## src/rtl/line_buffer_sched.sv

```systemverilog
// Purpose: zero-latency round-robin arbiter over FLUX line-buffer flows, with optional burst hold.
// Latency: grant/tag/grant_valid are combinational from req/mask/stall and registered state (0 cycles).
// Backpressure: stall high suppresses every grant and freezes all registered state.
//
// Ports: clk (rising edge), rst (async, active low), req[FLUX] (flow ready to fire),
//        mask[FLUX] (0 excludes a flow), stall, grant[FLUX] (one-hot),
//        tag[TAG_WIDTH+1] (granted index, all-ones when idle), grant_valid.
// Build option: define LINE_BUFFER_SCHED_BURST_EN to let the last granted flow keep the
//        grant for up to BURST consecutive cycles; undefined gives pure round-robin
//        and no burst counter is built.
module line_buffer_sched #(
    parameter int FLUX  = 2,
    parameter int BURST = 8,
    localparam int TAG_WIDTH = $clog2(FLUX)
) (
    input  logic                 clk,
    input  logic                 rst,
    input  logic [FLUX-1:0]      req,
    input  logic [FLUX-1:0]      mask,
    input  logic                 stall,
    output logic [FLUX-1:0]      grant,
    output logic [TAG_WIDTH:0]   tag,
    output logic                 grant_valid
);

    // One extra bit so ptr + offset can exceed FLUX-1 before the modulo fold.
    localparam int SW = TAG_WIDTH + 1;

    if (FLUX < 2 || FLUX > 16 || BURST < 1 || BURST > 255) begin : g_bad_param
        $error("line_buffer_sched: FLUX must be 2..16 and BURST 1..255");
    end

    logic [TAG_WIDTH-1:0] ptr_q, ptr_d;
    logic [TAG_WIDTH-1:0] cur_q, cur_d;
    logic                 held_q, held_d;

`ifdef LINE_BUFFER_SCHED_BURST_EN
    localparam int CNT_W = $clog2(BURST + 1);
    logic [CNT_W-1:0]     cnt_q, cnt_d;
`endif

    logic [FLUX-1:0]      elig;
    logic                 hold_ok;
    logic                 found;
    logic [TAG_WIDTH-1:0] g_idx;
    logic [SW-1:0]        scan_sum;
    logic [TAG_WIDTH-1:0] scan_cand;

    always_comb begin
        elig      = stall ? '0 : (req & mask);
        hold_ok   = 1'b0;
        found     = 1'b0;
        g_idx     = '0;
        scan_sum  = '0;
        scan_cand = '0;

`ifdef LINE_BUFFER_SCHED_BURST_EN
        // Keep feeding the current flow until its burst quota is used up;
        // a masked or idle cur falls straight through to the rotating scan.
        hold_ok = held_q && elig[cur_q] && (cnt_q < CNT_W'(BURST));
`endif

        if (hold_ok) begin
            found = 1'b1;
            g_idx = cur_q;
        end else begin
            // First eligible flow at or after ptr, wrapping modulo FLUX.
            for (int i = 0; i < FLUX; i++) begin
                scan_sum = {1'b0, ptr_q} + SW'(i);
                if (scan_sum >= SW'(FLUX)) begin
                    scan_sum = scan_sum - SW'(FLUX);
                end
                scan_cand = scan_sum[TAG_WIDTH-1:0];
                if (!found && elig[scan_cand]) begin
                    found = 1'b1;
                    g_idx = scan_cand;
                end
            end
        end
    end

    always_comb begin
        grant       = '0;
        tag         = '1;
        grant_valid = found;
        if (found) begin
            grant = FLUX'(1) << g_idx;
            tag   = {1'b0, g_idx};
        end
    end

    always_comb begin
        ptr_d  = ptr_q;
        cur_d  = cur_q;
        held_d = held_q;
`ifdef LINE_BUFFER_SCHED_BURST_EN
        cnt_d  = cnt_q;
`endif
        if (!stall) begin
            if (found) begin
                cur_d  = g_idx;
                held_d = 1'b1;
                ptr_d  = (g_idx == TAG_WIDTH'(FLUX - 1)) ? '0 : g_idx + TAG_WIDTH'(1);
`ifdef LINE_BUFFER_SCHED_BURST_EN
                // A re-grant of cur after the quota ran out (sole eligible flow)
                // starts a fresh burst rather than counting past BURST.
                if (held_q && (g_idx == cur_q) && (cnt_q < CNT_W'(BURST))) begin
                    cnt_d = cnt_q + CNT_W'(1);
                end else begin
                    cnt_d = CNT_W'(1);
                end
`endif
            end else begin
                // An idle cycle breaks the burst; ptr and cnt keep their values.
                held_d = 1'b0;
            end
        end
    end

    always_ff @(posedge clk or negedge rst) begin
        if (!rst) begin
            ptr_q  <= '0;
            cur_q  <= '0;
            held_q <= 1'b0;
        end else begin
            ptr_q  <= ptr_d;
            cur_q  <= cur_d;
            held_q <= held_d;
        end
    end

`ifdef LINE_BUFFER_SCHED_BURST_EN
    always_ff @(posedge clk or negedge rst) begin
        if (!rst) begin
            cnt_q <= '0;
        end else begin
            cnt_q <= cnt_d;
        end
    end
`endif

endmodule

```

## config.mk

```make
export PLATFORM = sky130hd
export DESIGN_NAME = line_buffer_sched
export DESIGN_NICKNAME = d
export VERILOG_FILES = /design/src/rtl/line_buffer_sched.sv
export SDC_FILE = /design/constraint.sdc
export NUM_CORES = 1
export LEC_CHECK = 0
export ABC_AREA = 1
export CORE_AREA = 2 2 39 41
export CTS_CLUSTER_DIAMETER = 50
export CTS_CLUSTER_SIZE = 12
export DETAILED_ROUTE_END_ITERATION = 10
export DIE_AREA = 0 0 41 43
export SYNTH_ARGS = -nofsm -noshare
export SYNTH_HDL_FRONTEND = slang
export SYNTH_SLANG_ARGS = --single-unit
```

## constraint.sdc

```tcl
create_clock -name clk -period 1.2 [get_ports clk]
set_clock_uncertainty 0.2 [all_clocks]
set_input_delay 0.12 -clock clk [delete_from_list [all_inputs] [get_ports clk]]
set_output_delay 0.12 -clock clk [all_outputs]
set_load 0.01 [all_outputs]
```

==> qor.txt <==
outcome: completed
gr usage total: 3.30%
Reg area: 25.0 µm²
Yosys reg bits: 1
post-synthesis xor/xnor area fraction: 0%
share of layout cells above drive strength 1: 41.4%
Antenna Cells: 0
post-DP HPWL: 236 µm
Post-Place Cells: 44
max-cap violations: 0
Cells after Synth: 16
Setup TNS: 0 ns
CP Class: in2out
Top Registers: ptr_q (1)
RR Endpoint: ptr_q$_DFFE_PN0P_
Pwr Density: 491 mW/mm²
post-synthesis mux area share: 0%
largest family of logic cells by synthesized area: simple AND/OR/NAND/NOR gates
DR WL/cell: 6.29 µm
Pleak: 0.123 nW
fin worst setup slack: 0.00936 ns
post-route ant nets: 0
Top reg by flops: ptr_q
die height: 43 µm
TritonRoute pass-1 iters: 1
placed inst area: 243 µm²
total power: 0.117 mW
measured slew at the worst slew-check pin: 0.119 ns
final core occ: 17.2%
period utilization: 99.2%
clock latency on the worst-skew pair: 0 ns
Syn Std Cell Area: 105 µm²
Tmin final: 1.19 ns
first-pass GRT wire length: 448 µm
crit-path max FO: 3
Post-Synthesis Mean Instance Area: 6.57 µm²
simple-gate portion of the synthesized area: 48.8%
routed vias/inst: 3.31
Synth Area in Compound Gates: 13.1%
startpoint types: input pin
max reg flops: 1
DRT iter0 DRCs: 0
GRT Residual Overflow: 0
worst min path class: in2async
GPL Wtd Cong: 0.418
worst slack, placed: -0.564 ns
pin count of the biggest net entering global routing: 4
max-slew violations: 0
chip width: 41 µm
peak supply drop: 94.4 µV
fin area: 238 µm²
IO Pins: 12
FF-to-FF setup slack: 0.35 ns
Port Buf Inserts: 11
R2R cell count: 3
clk slew on worst S/H paths: 0 ns
synth warn: 0
reg2reg start: ptr_q$_DFFE_PN0P_
final setup vio count: 0
Layout area overhead: 126%
Core Region: 0.00138 mm²
Arrival @ worst endpoint: 0.87 ns
initial antenna violation count: 0
non-filler instance count after layout: 45
die area: 0.00176 mm²
Critical Path End Type: primary output
post-synthesis cell type count: 10
# rows: 14
Hold Slack: 0.0704 ns
FMAX: 0.840 GHz
Initial Util: 7.59%
relative slew slack: 92.0%
Via Count: 149
wirelength, routed: 283 µm
Worst Path Required: 0.88 ns
Post-layout nets: 38
drt drc: 0
# fillers: 162
RSZ-0062 raised after global routing: yes
Hold Vio Cnt, Final: 0
syn nets: 23
adder-cell area share of the yosys netlist: 0%
number of global-route vias before repair: 124
Seq/Total Area, Yosys: 23.8%
Multi-input gate area: 67.6 µm²
## cell usage after synthesis
| master | number | share of area (%) |
|---|---|---|
| o21ai_2 | 1 | 8.3 |
| inv_2 | 2 | 7.1 |
| nand3_2 | 1 | 9.5 |
| nand3_1 | 1 | 4.8 |
| dfrtp_1 | 1 | 24 |
| nand2_2 | 1 | 6.0 |
| nor2_4 | 1 | 11 |
| inv_1 | 2 | 7.1 |
| a21oi_1 | 1 | 4.8 |
| nand2_1 | 5 | 18 |
## placed cells by master (no fill, tap or decap), drive strengths merged
cell,count
buf,3
nor2,1
clkdlybuf4s50,1
nand2,6
clkdlybuf4s15,3
inv,4
dfrtp,1
a21oi,1
clkbuf,1
nand3,2
o21ai,1
dlygate4sd2,5
## routing by layer
metal / GRT usage [%] / share of wire, % / vias up
met5: 0 / 0 / -
met4: 0 / 0 / 0
met3: 0 / 13 / 0
met2: 7.19 / 58 / 7
met1: 3.17 / 29 / 67
li1: - / - / 75
## where the power goes
group / switching [mW] / internal [mW] / leakage, nW
clock network: 0 / 0 / 0
registers: 0.00450 / 0.0425 / 0.0122
logic: 0.0361 / 0.0337 / 0.111
## layout make-up
type / instances / share of cell area, %
Timing Repair Buffer: 13 / 46.3
Inverter: 4 / 6.32
Sequential cell: 1 / 10.5
Tap cell: 16 / 8.42
Multi-Input combinational cell: 11 / 28.4
## cells by family (layout without fill, tap and decap cells)
| group | after synthesis | in the layout |
|---|---|---|
| simple gates | 9 | 9 |
| buf+inv | 4 | 17 |
| compound gates | 2 | 2 |
| flops | 1 | 1 |
## worst max-delay path, stage by stage
cell and delay, ns:
clkdlybuf4s15_2 0.21, inv_2 0.07, nand3_2 0.10, nand2_2 0.09
inv_2 0.03, dlygate4sd2_1 0.27
## worst max path at each step
stage	start	end	slack, ns	cells after the start
floorplan	ptr_q$_DFFE_PN0P_	grant[0]	0.21	3
finish	stall	tag[1]	0.009	6
detailed placement	stall	grant[1]	-0.56	5
CTS	mask[0]	grant[0]	0.003	6
global placement	stall	grant[1]	-0.56	5
global route	stall	tag[1]	-0.04	6
## repair_timing
action                                  in CTS  in global routing
setup buffers                                1                  0
endpoints found under the setup margin       6                  6
gates resized for setup                     17                  3
pin swaps                                    2                  1
hold buffers                                 0                  0
(Power assumes the default switching activity.)
